## src/rtl/i2s_adc_rx.sv

```systemverilog
// I2S ADC receiver: synchronises codec BCLK/ADCLRCK/ADCDAT into clk and aligns to frames.
// Deserialises 16-bit left/right words and presents each stereo pair through valid/ready.
module i2s_adc_rx #(
    parameter int WIDTH = 16
) (
    input  logic             clk,
    input  logic             reset,
    input  logic             init_done,
    input  logic             AUD_BCLK,
    input  logic             AUD_ADCLRCK,
    input  logic             AUD_ADCDAT,
    output logic [WIDTH-1:0] out_left,
    output logic [WIDTH-1:0] out_right,
    output logic             out_valid,
    input  logic             out_ready,
    output logic             overrun,
    output logic             frame_err
);

    localparam int CW = $clog2(WIDTH) + 1;

    typedef enum logic [2:0] {
        IDLE  = 3'd0,
        ALIGN = 3'd1,
        SKIP  = 3'd2,
        SHIFT = 3'd3,
        WAIT  = 3'd4
    } state_t;

    logic [1:0]       bclk_sync_r;
    logic [1:0]       lrck_sync_r;
    logic [1:0]       dat_sync_r;
    logic             bclk_prev_r;
    logic             bclk_rise_r;
    logic             lrck_smp_r;
    logic             dat_smp_r;
    logic             lrck_last_r;
    logic             lrck_edge_s;
    logic [WIDTH-1:0] word_s;

    state_t           state_r;
    logic [CW-1:0]    cnt_r;
    logic [WIDTH-2:0] shreg_r;
    logic             chan_r;
    logic [WIDTH-1:0] hold_left_r;
    logic             have_left_r;

    // Pin synchronisers plus the edge register that aligns LRCK/DAT with bclk_rise.
    always_ff @(posedge clk) begin
        if (reset) begin
            bclk_sync_r <= 2'b00;
            lrck_sync_r <= 2'b00;
            dat_sync_r  <= 2'b00;
            bclk_prev_r <= 1'b0;
            bclk_rise_r <= 1'b0;
            lrck_smp_r  <= 1'b0;
            dat_smp_r   <= 1'b0;
            lrck_last_r <= 1'b0;
        end else begin
            bclk_sync_r <= {bclk_sync_r[0], AUD_BCLK};
            lrck_sync_r <= {lrck_sync_r[0], AUD_ADCLRCK};
            dat_sync_r  <= {dat_sync_r[0], AUD_ADCDAT};
            bclk_prev_r <= bclk_sync_r[1];
            bclk_rise_r <= bclk_sync_r[1] & ~bclk_prev_r;
            lrck_smp_r  <= lrck_sync_r[1];
            dat_smp_r   <= dat_sync_r[1];
            if (bclk_rise_r) begin
                lrck_last_r <= lrck_smp_r;
            end
        end
    end

    // Edge detection and next-word assembly for the current bclk_rise cycle.
    always_comb begin
        lrck_edge_s = 1'b0;
        word_s      = {shreg_r, dat_smp_r};
        if (bclk_rise_r && (lrck_smp_r != lrck_last_r)) begin
            lrck_edge_s = 1'b1;
        end else begin
            lrck_edge_s = 1'b0;
        end
    end

    // Frame alignment, deserialisation and output handshake.
    always_ff @(posedge clk) begin
        if (reset) begin
            state_r     <= IDLE;
            cnt_r       <= {CW{1'b0}};
            shreg_r     <= {(WIDTH-1){1'b0}};
            chan_r      <= 1'b0;
            hold_left_r <= {WIDTH{1'b0}};
            have_left_r <= 1'b0;
            out_left    <= {WIDTH{1'b0}};
            out_right   <= {WIDTH{1'b0}};
            out_valid   <= 1'b0;
            overrun     <= 1'b0;
            frame_err   <= 1'b0;
        end else if (!init_done) begin
            state_r     <= IDLE;
            out_valid   <= 1'b0;
            have_left_r <= 1'b0;
        end else begin
            // A completion later in this block overrides the acceptance clear.
            if (out_valid && out_ready) begin
                out_valid <= 1'b0;
            end
            case (state_r)
                IDLE: begin
                    have_left_r <= 1'b0;
                    state_r     <= ALIGN;
                end
                ALIGN: begin
                    if (lrck_edge_s && !lrck_smp_r) begin
                        chan_r  <= 1'b0;
                        state_r <= SKIP;
                    end
                end
                // The delay bit is the bclk_rise that revealed the LRCK edge, so
                // SKIP only needs one clk to reset the counter.
                SKIP: begin
                    cnt_r   <= {CW{1'b0}};
                    state_r <= SHIFT;
                end
                SHIFT: begin
                    if (lrck_edge_s) begin
                        frame_err   <= 1'b1;
                        chan_r      <= lrck_smp_r;
                        have_left_r <= 1'b0;
                        state_r     <= SKIP;
                    end else if (bclk_rise_r) begin
                        shreg_r <= word_s[WIDTH-2:0];
                        cnt_r   <= cnt_r + {{(CW-1){1'b0}}, 1'b1};
                        if (cnt_r == CW'(WIDTH - 1)) begin
                            state_r <= WAIT;
                            if (!chan_r) begin
                                hold_left_r <= word_s;
                                have_left_r <= 1'b1;
                            end else begin
                                have_left_r <= 1'b0;
                                if (have_left_r) begin
                                    out_left  <= hold_left_r;
                                    out_right <= word_s;
                                    out_valid <= 1'b1;
                                    if (out_valid && !out_ready) begin
                                        overrun <= 1'b1;
                                    end
                                end
                            end
                        end
                    end
                end
                WAIT: begin
                    if (lrck_edge_s) begin
                        chan_r  <= lrck_smp_r;
                        state_r <= SKIP;
                    end
                end
                default: begin
                    state_r <= IDLE;
                end
            endcase
        end
    end

endmodule

```

## config.mk

```make
export PLATFORM = sky130hd
export DESIGN_NAME = i2s_adc_rx
export DESIGN_NICKNAME = d
export VERILOG_FILES = /design/src/rtl/i2s_adc_rx.sv
export SDC_FILE = /design/constraint.sdc
export NUM_CORES = 1
export LEC_CHECK = 0
export BUFFER_PORTS_ARGS = -buffer_cell sky130_fd_sc_hd__buf_2
export CAP_MARGIN = 20
export CORE_ASPECT_RATIO = 1.25
export CORE_MARGIN = 2
export CORE_UTILIZATION = 38
export DETAILED_ROUTE_END_ITERATION = 10
export PLACE_DENSITY = 0.64
export SLEW_MARGIN = 20
export SYNTH_ARGS = -nofsm -noshare
export SYNTH_HDL_FRONTEND = slang
export SYNTH_SLANG_ARGS = --single-unit
```

## constraint.sdc

```tcl
create_clock -name clk -period 2.85 [get_ports clk]
set_input_delay 0.57 -clock clk [delete_from_list [all_inputs] [get_ports clk]]
set_output_delay 0.57 -clock clk [all_outputs]
set_load 0.05 [all_outputs]
```

Word-level counts from Yosys, hierarchy flattened

Index checks and enable logic that the tools add are counted.

Output and inout port bits: 35
Register bits after elaboration: 87
Input port bits: 7
Word-level logic and storage cells: 84

$add $sub $neg: 1
Eq/ne operators: 13
Mux-type cells: 25
Bitwise logic cells: 5
Reductions and logical operators: 21

Operators with widths:

| operator              | count |
|---|---|
| $reduce_and A4 Y1     | 4 |
| $mux W3               | 5 |
| $pmux W3 S5           | 1 |
| $mux W1               | 14 |
| $mux W5               | 2 |
| $pmux W5 S2           | 1 |
| $ne A2 B2 Y1 const B  | 4 |
| $reduce_and A8 Y1     | 1 |
| $reduce_and A7 Y1     | 1 |
| $eq A3 B2 Y1 const B  | 2 |
| $ne A3 B3 Y1 const B  | 2 |
| $reduce_and A3 Y1     | 2 |
| $reduce_and A6 Y1     | 1 |
| $reduce_bool A2 Y1    | 3 |
| $add A5 B1 Y5 const B | 1 |
| $eq A5 B4 Y1 const B  | 1 |
| $logic_and A1 B1 Y1   | 4 |
| $not A1 Y1            | 4 |
| $pmux W1 S2           | 2 |
| $reduce_or A2 Y1      | 2 |
| $eq A3 B1 Y1 const B  | 1 |
| $eq A3 B3 Y1 const B  | 1 |
| $logic_not A3 Y1      | 1 |
| $logic_not A1 Y1      | 2 |
| 3 further kinds       | 3 |

Logic depth before layout (Yosys ltp)

Gate-level depths: netlist of the first run.

Depth in word-level cells: 8
Gate-level depth with buffers: 9
Mapped depth without buffers: 7

Worst setup path after synthesis of the first run

No wires, ideal clock.

Path type: reg2reg
Start: register cnt_r[0]
End: register out_right[0]
Setup slack: 1.004 ns
Period minus slack after synthesis: 1.846 ns
Required time: 2.780 ns
Buffers on the path: 1
Stages on the path, launching flop included: 9
Arrival: 1.775 ns
Library setup time: 0.070 ns
Cell sequence: dfxtp_1 -> ha_1 -> and3_1 -> ha_1 -> and3_1 -> nand4_1 -> clkbuf_1 -> nand2_1 -> a21oi_1

Word-level cells in the longest chain between the ends: 2

Ends and longest elaborated chain:

| what                               | RTL line | source |
|---|---|---|
| start: declaration                 | 42       | `logic [CW-1:0] cnt_r;` |
| start signal: assignment           | 88       | `cnt_r <= {CW{1'b0}};` |
| start signal: assignment           | 121      | `cnt_r <= {CW{1'b0}};` |
| start signal: assignment           | 132      | `cnt_r <= cnt_r + {{(CW-1){1'b0}}, 1'b1};` |
| $eq A5 B4 Y1                       | 133      | `if (cnt_r == CW'(WIDTH - 1)) begin` |
| $reduce_and A7 Y1 (no source line) | --       |  |
| end signal: assignment             | 94       | `out_right <= {WIDTH{1'b0}};` |
| end signal: assignment             | 142      | `out_right <= word_s;` |
| end: declaration                   | 13       | `output logic [WIDTH-1:0] out_right,` |

Every way passes these cells.
A chain may end at the register's enable or synchronous reset.

Worst setup path in the final report of the first run

Start: register cnt_r[0]
End: register hold_left_r[10]

Word-level cells in the longest chain between the ends: 2

Ends and longest elaborated chain:

| what                               | RTL line | source |
|---|---|---|
| $eq A5 B4 Y1                       | 133      |  |
| $reduce_and A6 Y1 (no source line) | --       |  |
| end signal: assignment             | 91       | `hold_left_r <= {WIDTH{1'b0}};` |
| end signal: assignment             | 136      | `hold_left_r <= word_s;` |
| end: declaration                   | 45       | `logic [WIDTH-1:0] hold_left_r;` |

Every way passes these cells.

==> impl.org, run 1 <==
** Synthesis
- Number of warnings issued by yosys :: 0
- The most used flip-flop cell after synthesis is sky130_fd_sc_hd__dfxtp_1.
- Synth cell count leaders :: 97 x sky130_fd_sc_hd__nand2_1, 87 x sky130_fd_sc_hd__dfxtp_1, 54 x sky130_fd_sc_hd__a21oi_1
- Counting every net in the synthesized netlist gives 384.
- Counting every instance in the synthesized netlist gives 374.
- Most frequent cell after synthesis :: sky130_fd_sc_hd__nand2_1
- Number of enable-type register cells in the synthesized netlist :: 0
- Area share of the largest cell type after synthesis :: 53.50%
- After synthesis, the share of flip-flops with an asynchronous set or reset is 0%.
- Biggest area contributors in the synthesized netlist :: sky130_fd_sc_hd__dfxtp_1 53%, sky130_fd_sc_hd__nand2_1 11%, sky130_fd_sc_hd__a21oi_1 8.3%
- Seq/Total Area, Yosys :: 53.50%
- The synthesized design spends more area on one cell type than any other, namely sky130_fd_sc_hd__dfxtp_1.
- A synthesized cell averages 8.705 sq um.
- Cell area after synthesis :: 0.003256 sq mm
- After synthesis, the netlist uses 43 different library cells.
- After synthesis the netlist holds a flip-flop and latch count of 87.

** Critical path
- In this design, the largest share of critical-path delay is due to simple AND/OR/NAND/NOR gates.
- CP max stage delay :: 560 ps
- STA puts the critical path data required time at 3070 ps.
- In this run the worst path has a maximum fanout of 16.
- Cell mode on critical path :: sky130_fd_sc_hd__ha_1
- Buffers plus inverters on the worst setup path :: 0
- Startpoint types :: flip-flop
- Among all stages on the critical path, the largest delay is contributed by sky130_fd_sc_hd__nand4_2.
- The critical path in this run is classified as flip-flop to flip-flop.
- List of cells traversed by the critical path :: ha_1 > and3_1 > ha_1 > nor2b_1 > nand4_2 > mux2i_1 > nor2_1
- STA classifies the critical path endpoint as a flip-flop.
- Data arrives at the worst endpoint at 2470 ps.

** STA
- Adding up every negative setup slack in the final design gives 0 ps.
- The count of endpoints failing hold in the final timing report was 0.
- The worst path uses 78.73% of the clock period.
- Relative slew slack :: 51.82%
- Upper clock frequency limit :: 0.4457 GHz
- Worst Clk Skew :: 8.830 ps
- Number of setup violations in the final report :: 0
- Setup repair after global routing missed its margin :: no
- Post-layout minimum cycle time :: 2244 ps
- At the pin with the least slew margin, the transition time is 722.8 ps.
- The number of max-slew violations in the final report was 0.

** Die
- The die covers 0.009329 sq mm.
- Die Ht :: 107.5 um
- Number of cell rows :: 37
- Boundary Pins :: 42
- For this configuration, the core starts out at a cell density of 39.29%.
- The region available for standard cell placement spans 0.008287 sq mm.
- The die is 86.79 um wide.

** Clocking
- TritonCTS built the clock tree.
- Number of cells upsized or downsized after cts :: 0
- CTS H-tree lvls :: 3
- Post-CTS setup buffers :: 0
- Total of hold buffers inserted after clock tree synthesis :: 0
- In this run the clock root is driven by a sky130_fd_sc_hd__clkbuf_8.
- The clock reaches the later pin of the worst-skew pair after 360 ps.
- Sink count of the clock tree :: 87
- In this run, CTS created clock tree buffers numbering 9.
- Buffer levels on the longest clock path :: 2
- Clk pin slew, worst setup/hold paths :: 90 ps

** Global route
- Number of global-route vias before repair :: 2416
- The first global-routing pass estimated 10.61 mm of wire.
- Entering global routing, the biggest net connects 43 pins.
- Global route overflow :: 0
- All-Layer GR Usage :: 14.21%
- Initial antenna violation count :: 0

** Placement
- Post-place instance area :: 0.003502 sq mm
- Routability-driven placement finished with a final weighted congestion of 0.7948.
- DP Wirelength :: 4.249 mm
- The count of buffers added on input and output ports is 41.

** Pwr
- Internal power :: 1.668 mW
- Portion of total power attributed to sequential cells :: 57.4%
- Sw Pwr :: 468.3 uW
- Summed over all cells, the static leakage comes to 1.509 nW.
- Worst-case vdd ir drop :: 275.2 uV
- Of the total power, combinational logic draws 2.0%.
- Relative contribution of the clock network to total power :: 40.5%
- For this design the ratio of total power to cell area is 576.0 mW/mm^2.
- Switching Fraction :: 21.93%

** Finish
- In the final layout, the share of cells above drive strength 1 is 16.46%.
- Area growth from synthesis to layout :: 13.91%
- After the last flow step, the layout net total stands at 418.
- Final design utilization :: 44.75%
- After routing the design area is 0.003709 sq mm.
- Number of inserted diodes :: 0

** Detailed routing
- Avg Vias per Cell :: 5.037
- After detailed routing, the number of remaining DRC violations is 0.
- Via count of the routed design :: 2569
- After the first detailed-routing iteration, the DRC count stood at 64.
- The first detailed-routing pass took 4 iterations.
- Once detail routing completed, the nets flagged for antenna violations numbered 0.
- Routed length per instance :: 12.17 um
- Wire length reported by the detailed router :: 6.206 mm

** Status
- Status :: finished, final reports clean

** Min path
- Hold crit path type :: flip-flop to flip-flop

** Job
- Max-Cap Viols :: 0
==> routing by layer <==
layer / vias up / routed length [um] / track usage, %
met5: - / 0 / 0
met4: 0 / 189 / 8.371
met3: 14 / 187 / 2.991
met2: 46 / 3116 / 23.66
met1: 1191 / 2713 / 16.55
li1: 1318 / - / -
==> state kept, by name, indices dropped and copies added (netlist names), 2 cells and up <==
register / flops
bclk_sync_r: 2
lrck_sync_r: 2
out_right: 16
hold_left_r: 16
state_r: 3
cnt_r: 5
dat_sync_r: 2
shreg_r: 15
out_left: 16
==> path summary, 6_finish.rpt <==
path                                         to        start  slack (ps)  cells past startpoint
worst min-delay path                bclk_rise_r  bclk_prev_r         390                      1
worst min register to register      bclk_rise_r  bclk_prev_r         390                      1
worst max-delay path            hold_left_r[10]     cnt_r[0]         610                      7
worst max register to register  hold_left_r[10]     cnt_r[0]         610                      7
==> placed cells by master, fill, tap and decap left out, types with 7 or more instances in the layout <==
cell / n
sky130_fd_sc_hd__dfxtp_1: 87
sky130_fd_sc_hd__nor2b_1: 12
sky130_fd_sc_hd__nand2_1: 97
sky130_fd_sc_hd__a21oi_1: 54
sky130_fd_sc_hd__mux2i_1: 17
sky130_fd_sc_hd__nand3_1: 7
sky130_fd_sc_hd__o21ai_0: 7
sky130_fd_sc_hd__clkbuf_8: 10
sky130_fd_sc_hd__buf_2: 41
sky130_fd_sc_hd__nor2_1: 23
==> cell families (layout without fill, tap and decap cells) <==
| family | count (synthesis) | count (layout) | synth area share, % |
|---|---|---|---|
| buffers and inverters | 30 | 69 | 4.534 |
| DFF | 87 | 87 | 53.50 |
| adders and majority gates | 3 | 3 | 1.153 |
| xor gates and xnor gates | 2 | 2 | 0.7688 |
| AOI/OAI and AO/OA | 73 | 73 | 12.45 |
| muxes | 18 | 18 | 5.573 |
| and+or+nand+nor | 161 | 161 | 22.02 |
==> worst register-to-register path, cell delays in order, from the launching register on <==
cell and delay, ps:
sky130_fd_sc_hd__dfxtp_1 420, sky130_fd_sc_hd__ha_1 220, sky130_fd_sc_hd__and3_1 190, sky130_fd_sc_hd__ha_1 160, sky130_fd_sc_hd__nor2b_1 160, sky130_fd_sc_hd__nand4_2 560
sky130_fd_sc_hd__mux2i_1 350, sky130_fd_sc_hd__nor2_1 60
==> layout make-up <==
cell class                      count  area, sq um
Fill cell                         827         4578
Sequential cell                    87         1742
Multi-Input combinational cell    257         1366
Timing Repair Buffer               47        250.2
Clock buffer                       10        137.6
Tap cell                           97        121.4
Clock inverter                      6        68.82
Inverter                            6        22.52
==> power by group through the flow <==
stage               combinational, mW  sequential, mW  clock, mW
global placement               0.0437            1.26          0
finish                         0.0434            1.23      0.866
floorplan                      0.0368            1.25          0
CTS                            0.0440            1.23      0.895
global route                   0.0485            1.23      0.943
detailed placement             0.0438            1.26          0
==> stage by stage <==
| step | setup WS, ps | hold WS (ps) | total power, mW | instances |
|---|---|---|---|---|
| after global placement | 693.7 | 374.1 | 1.299 | 494 |
| final | 606.3 | 391.3 | 2.136 | 510 |
| after detailed placement | 595.2 | 377.3 | 1.300 | 494 |
| after CTS | 570.8 | 388.1 | 2.167 | 510 |
| after floorplan | 1004 | 367.4 | 1.288 | 374 |
| after global routing | 417.4 | 400.3 | 2.220 | 510 |
No activity file was read; power rests on OpenSTA's default activity.
==> run 2, diff against run 1 <==
==> constraint.sdc (replaced) <==
create_clock -name clk -period 2.2 [get_ports clk]
set_input_delay 0.44 -clock clk [delete_from_list [all_inputs] [get_ports clk]]
set_output_delay 0.44 -clock clk [all_outputs]
set_load 0.05 [all_outputs]
==> impl.org, run 2 (same netlist as run 1, synthesis figures left out) <==
** Die
- The core region is 0.008287 sq mm.
- Die span in x :: 86.79 um
- Initial Util :: 39.29%
- Number of cell rows :: 37
- The floorplan step defined a die boundary enclosing 0.009329 sq mm.
- Die Ht :: 107.5 um
- Boundary Pins :: 42

** Finish
- The repair_antennas step left the layout with diodes totalling 0.
- Area growth from synthesis to layout :: 15.68%
- Leaving out filler cells and counting taps, the final layout contains 514.
- Biggest regs :: hold_left_r (16), out_left (16), out_right (16)
- The library cell used most frequently in the layout, excluding fill and tap cells, is sky130_fd_sc_hd__nand2_1.
- The top cell types in the final layout, fill and taps aside, are 97 x sky130_fd_sc_hd__nand2_1, 87 x sky130_fd_sc_hd__dfxtp_1, 54 x sky130_fd_sc_hd__a21oi_1.
- Of the cells placed in the final design, the portion with a size suffix greater than 1 is 17.03%.
- At the end of the flow, the number of nets in the layout was 422.

** Detailed routing
- Summed over all layers, the routed wires come to 6.149 mm.
- Routed length per instance :: 11.96 um
- Via count of the routed design :: 2592
- For this run, design rule violations remaining after detail routing come to 0.
- In this run, the number of DRC markers left after iteration 0 of detailed routing was 130.
- The detail route stage leaves a number of antenna-violating nets equal to 0.
- Avg Vias per Cell :: 5.043
- Detailed-router iteration count before antenna repair :: 4

** Global route
- Entering global routing, the biggest net connects 33 pins.
- Number of global-route vias before repair :: 2392
- For this run the aggregate overflow at the end of global routing stands at 0.
- Initial antenna violation count :: 0
- First-pass GRT wire length :: 10.61 mm
- All-Layer GR Usage :: 14.37%

** Pwr
- Portion of total power attributed to sequential cells :: 57.0%
- Switching Fraction :: 21.41%
- Power per cell area :: 739.9 mW/mm^2
- Relative contribution of the clock network to total power :: 40.9%
- Logic gate share of total power :: 2.1%
- The internal portion of the total power is 2.190 mW.
- In this run the power spent charging and discharging nets is 596.5 uW.
- The worst-case IR drop observed on VDD is 337.9 uV.
- P_leak :: 1.532 nW

** Job
- Across the run, the number of max-cap violations was 0.

** Placement
- Number of buffers inserted by port buffering :: 41
- RD Place Congestion :: 0.8371
- Total placed cells including tap cells :: 498
- Detailed placement finished with a half-perimeter wire length of 4.227 mm.

** Critical path
- The worst setup path is captured at a flip-flop.
- STA classifies the critical path startpoint as a flip-flop.
- CP Data Required Time :: 2480 ps
- Among all stages on the critical path, the largest delay is contributed by sky130_fd_sc_hd__dfxtp_1.
- Buffers plus inverters on the worst setup path :: 1
- CP max stage delay :: 400 ps
- CP delay by family, top :: simple AND/OR/NAND/NOR gates
- List of cells traversed by the critical path :: ha_1 > and3_1 > ha_1 > and3_1 > and4_1 > buf_12 > nand2_1 > a21oi_1
- Data on the critical path arrives at its endpoint at 2230 ps.
- CP Max Fanout :: 32
- The critical path is of the flip-flop to flip-flop type.

** Status
- The flow ran to the end, and the final reports show no timing, DRC or antenna violations.

** Clocking
- The clock drives 87 sinks.
- Post-CTS setup buffers :: 0
- Clk pin slew, worst setup/hold paths :: 90 ps
- Worst-skew pair later-pin latency :: 360 ps
- The cell sitting at the root of the clock tree is a sky130_fd_sc_hd__clkbuf_8.
- The H-tree was split into 3 levels.
- Number of cells upsized or downsized after cts :: 0
- TritonCTS created 9 clock buffers.
- In this run, post-CTS hold repair placed 0 buffers.
- CTS tree :: yes
- In this run the deepest clock path goes through 2 buffers.

** STA
- Total negative slack for setup checks :: 0 ps
- Portion of the clock cycle consumed by the worst path in the final layout :: 88.59%
- On the final layout, the worst clock skew is 11.07 ps.
- The count of endpoints failing hold in the final timing report is 0.
- Headroom to the max-slew limit came out at 66.11%.
- Based on the critical path, the design can be clocked at up to 0.5131 GHz.
- Setup repair after global routing left no endpoint under its margin.
- Post-layout minimum cycle time :: 1949 ps
- Number of setup violations in the final report :: 0
- On the final layout, the worst hold slack is 287.5 ps.
- Max-slew violation count :: 0
- Worst Max-Slew Pin Slew :: 508.4 ps

** Min path
- The path class of the tightest hold or removal check is primary input to flip-flop.
run 2: changes by cell type in the layout (fill, tap and decap cells not counted):
cell	previous run	this run
sky130_fd_sc_hd__clkbuf_8	10	11
sky130_fd_sc_hd__clkinvlp_4	1	2
sky130_fd_sc_hd__clkinv_2	1	0
sky130_fd_sc_hd__clkbuf_1	0	1
sky130_fd_sc_hd__inv_6	1	0
sky130_fd_sc_hd__buf_12	0	2
sky130_fd_sc_hd__buf_4	6	8
sky130_fd_sc_hd__clkinv_4	2	1
run 2: routing by layer:
layer	part of all wire (%)	up-vias	track usage, %
met5	0	-	0
met4	1.9	0	6.585
met3	3.1	11	3.911
met2	51	45	25.30
met1	44	1204	15.80
li1	-	1332	-
run 2: worst register-to-register path, delay by kind of cell (launching register included):
family                   cells  cell delay [ps]
AO/OA/AOI/OAI                1              130
adder cells (fa/ha/maj)      2              460
buffers and inverters        1              190
flip-flops                   1              400
AND/OR/NAND/NOR              4              700
run 2: power by group through the flow:
stage / combinational (mW) / clock [mW] / sequential (mW)
final: 0.0590 / 1.14 / 1.59
after global routing: 0.0665 / 1.24 / 1.59
after CTS: 0.0598 / 1.18 / 1.59
after detailed placement: 0.0597 / 0 / 1.63
after global placement: 0.0590 / 0 / 1.63
after floorplan: 0.0477 / 0 / 1.62
run 2: final timing paths:
| kind | from | to | slack (ps) | depth (start not counted) |
|---|---|---|---|---|
| setup reg to reg | cnt_r[0] | out_right[3] | 250 | 8 |
| hold / removal | AUD_BCLK | bclk_sync_r[0] | 290 | 2 |
| hold reg to reg | bclk_prev_r | bclk_rise_r | 390 | 1 |
| setup / recovery | cnt_r[0] | out_right[3] | 250 | 8 |
run 2: final cells by class:
class,instances,area (sq um)
fillers,810,4521
flip-flops and latches,87,1742
multi-input cells,257,1366
repair buffers,51,305.3
clock buffers,12,155.1
well taps,97,121.4
clock inverters,4,53.80
inverters,6,22.52
run 2: stage by stage:
step / total power, mW / worst slack, ps / area (sq um) / util [%]
finish: 2.786 / 251.0 / 3766 / 45.45
global route: 2.892 / 70.08 / 3766 / 45.45
CTS: 2.824 / 251.3 / 3766 / 45.45
detailed placement: 1.685 / 267.4 / 3557 / 42.93
global placement: 1.684 / 348.2 / 3557 / 42.93
floorplan: 1.669 / 354.3 / 3256 / -
==> run 3, diff against run 2 <==
--- a/config.mk
+++ b/config.mk
@@ -7,11 +7,13 @@
 export LEC_CHECK = 0
 export BUFFER_PORTS_ARGS = -buffer_cell sky130_fd_sc_hd__buf_2
 export CAP_MARGIN = 20
+export CELL_PAD_IN_SITES_DETAIL_PLACEMENT = 1
+export CELL_PAD_IN_SITES_GLOBAL_PLACEMENT = 1
 export CORE_ASPECT_RATIO = 1.25
 export CORE_MARGIN = 2
 export CORE_UTILIZATION = 38
 export DETAILED_ROUTE_END_ITERATION = 10
-export PLACE_DENSITY = 0.64
+export PLACE_DENSITY = 0.79
 export SLEW_MARGIN = 20
 export SYNTH_ARGS = -nofsm -noshare
 export SYNTH_HDL_FRONTEND = slang
==> constraint.sdc (replaced) <==
create_clock -name clk -period 2.16 [get_ports clk]
set_input_delay 0.432 -clock clk [delete_from_list [all_inputs] [get_ports clk]]
set_output_delay 0.432 -clock clk [all_outputs]
set_load 0.05 [all_outputs]
==> impl.org, run 3 (same netlist as run 1, synthesis figures left out) <==
** Status
- Status :: finished, final reports clean

** Global route
- After global routing the overflow that remains totals 0.
- Entering global routing, the biggest net connects 44 pins.
- For this run, the total global-route usage over all layers was measured as 16.47%.
- The via count of the first global-routing pass came to 2709.
- First-pass GRT wire length :: 12.12 mm
- The number of antenna violations at the first check in global routing was 0.

** Placement
- RD Place Congestion :: 0.8584
- Post-placement setup slack :: 70.79 ps
- Post-place instance area :: 0.003530 sq mm
- DP Wirelength :: 5.048 mm
- Total placed cells including tap cells :: 496
- Number of buffers inserted by port buffering :: 41

** Pwr
- Pwr Total :: 2.932 mW
- Power per cell area :: 777.5 mW/mm^2
- IR analysis of the VDD net gives a maximum drop of 358.5 uV.
- P_leak :: 1.516 nW

** Min path
- The worst hold path begins at AUD_ADCDAT.
- Hold crit path type :: primary input to flip-flop

** Critical path
- Buffers plus inverters on the worst setup path :: 1
- Critical Path Sink Type :: flip-flop
- R2R Path Start :: cnt_r[0]
- Cell mode on critical path :: sky130_fd_sc_hd__and3_1
- STA classifies the critical path startpoint as a flip-flop.
- Along the worst path, the maximum fanout reaches 32.
- For the worst setup path, the data required time is 2450 ps.
- Critical path start-end classification :: flip-flop to flip-flop
- CP max stage delay :: 410 ps
- The most critical setup path has its startpoint at cnt_r[0].
- List of cells traversed by the critical path :: ha_1 > and3_1 > ha_2 > and3_1 > and4_1 > buf_8 > nand2_1 > a21oi_1
- Among all stages on the critical path, the largest delay is contributed by sky130_fd_sc_hd__dfxtp_1.
- Data arrival time of the worst path :: 2300 ps
- The kind of cell with the highest combined delay along the critical path is simple AND/OR/NAND/NOR gates.

** Finish
- After filler insertion, the fill cell instance count of the layout stands at 1003.
- Biggest regs :: hold_left_r (16), out_left (16), out_right (16)
- Once layout is done, the placed cells without fillers occupy 0.003771 sq mm.
- The post-route netlist has 17.11% of its cells at a drive strength greater than 1.
- Area growth from synthesis to layout :: 15.83%
- Non-filler cells in the finished layout :: 512
- Measured on the finished design, the core utilization comes to 45.51%.
- The library cell used most frequently in the layout, excluding fill and tap cells, is sky130_fd_sc_hd__nand2_1.
- Number of inserted diodes :: 0
- Post-layout nets :: 420
- In the layout the commonest cells are 97 x sky130_fd_sc_hd__nand2_1, 87 x sky130_fd_sc_hd__dfxtp_1, 54 x sky130_fd_sc_hd__a21oi_1.

** STA
- For the final routed database, the setup TNS stands at 0 ps.
- Headroom to the max-slew limit came out at 57.25%.
- The worst path uses 93.00% of the clock period.
- Hold is met by 288.0 ps.
- For the pin with the worst max-slew slack, the measured transition is 639.5 ps.
- Setup repair after global routing left no endpoint under its margin.
- Count of final hold-check violations :: 0
- On the final layout, the worst clock skew is 12.10 ps.
- Max-slew violation count :: 0
- Post-layout minimum cycle time :: 2009 ps
- Timing would allow up to 0.4978 GHz.
- In the post-route analysis, the smallest setup slack over all paths is 151.1 ps.
- Setup violations remaining at the end of the flow were counted as 0.

** Detailed routing
- Drt first-iter violations :: 96
- After detailed routing, the number of remaining DRC violations is 0.
- Detailed-router iteration count before antenna repair :: 4
- Across all layers, the routed design uses 2644 vias.
- Routed length per instance :: 14.23 um
- The final layout contains routed wiring with a total length of 7.288 mm.
- Avg Vias per Cell :: 5.164
- The detail route stage leaves a number of antenna-violating nets equal to 0.

** Clocking
- CTS tree :: yes
- Total CTS buffers :: 9
- Buffer levels on the longest clock path :: 2
- After clock tree synthesis, the clock-pin slew on the worst setup and hold paths is 90 ps.
- CTS H-tree lvls :: 3
- The tree built by TritonCTS fans out to 87 sinks.
- Post-CTS setup buffers :: 0
- The tree is rooted in a sky130_fd_sc_hd__clkbuf_8.
- The later pin in the worst-skew pair is clocked with a latency of 360 ps.

** Die
- Initial Util :: 39.29%
- The die covers 0.009329 sq mm.
- In this run the core area contains 37 standard-cell rows.
- Die Ht :: 107.5 um
- Die span in x :: 86.79 um
- Core region area :: 0.008287 sq mm
- In this run the count of I/O pins placed on the die edge is 42.

** Job
- Across the run, the number of max-cap violations was 0.
## run 3: cell types whose count changed in the layout (fill, tap and decap cells not counted), sizes merged
| cell | before | now |
|---|---|---|
| buf | 51 | 49 |
| clkbuf | 12 | 10 |
| inv | 6 | 8 |
| bufinv | 1 | 2 |
| clkinv | 1 | 0 |
## run 3: layout make-up
| type | count | area (sq um) | share of cell area, % |
|---|---|---|---|
| flip-flops and latches | 87 | 1742 | 46.18 |
| well taps | 97 | 121.4 | 3.218 |
| multi-input cells | 257 | 1380 | 36.60 |
| repair buffers | 49 | 285.3 | 7.565 |
| inverters | 6 | 22.52 | 0.5972 |
| clock inverters | 6 | 92.59 | 2.455 |
| clock buffers | 10 | 127.6 | 3.384 |
## run 3: routing by layer
layer	track usage (%)	vias to the layer above	wire, um
li1	-	1321	-
met1	17.89	1272	3036
met2	29.33	35	3890
met3	3.681	16	196
met4	8.482	0	164
met5	0	-	0
## run 3: report_power, final
| part | internal (mW) | leakage, nW | switching [mW] |
|---|---|---|---|
| sequential | 1.61 | 0.702 | 0.00791 |
| clock | 0.660 | 0.104 | 0.592 |
| combinational | 0.0186 | 0.710 | 0.0422 |
## run 3: path summary, 6_finish.rpt
kind	end	slack [ps]	depth (start not counted)
hold / removal	dat_sync_r[0]	290	2
setup reg to reg	out_left[4]	150	8
hold reg to reg	bclk_rise_r	390	1
setup / recovery	out_left[4]	150	8
## run 3: repair_timing
item	CTS	global route
gates resized for setup	0	5
hold buffers	0	0
setup endpoints to repair	0	40
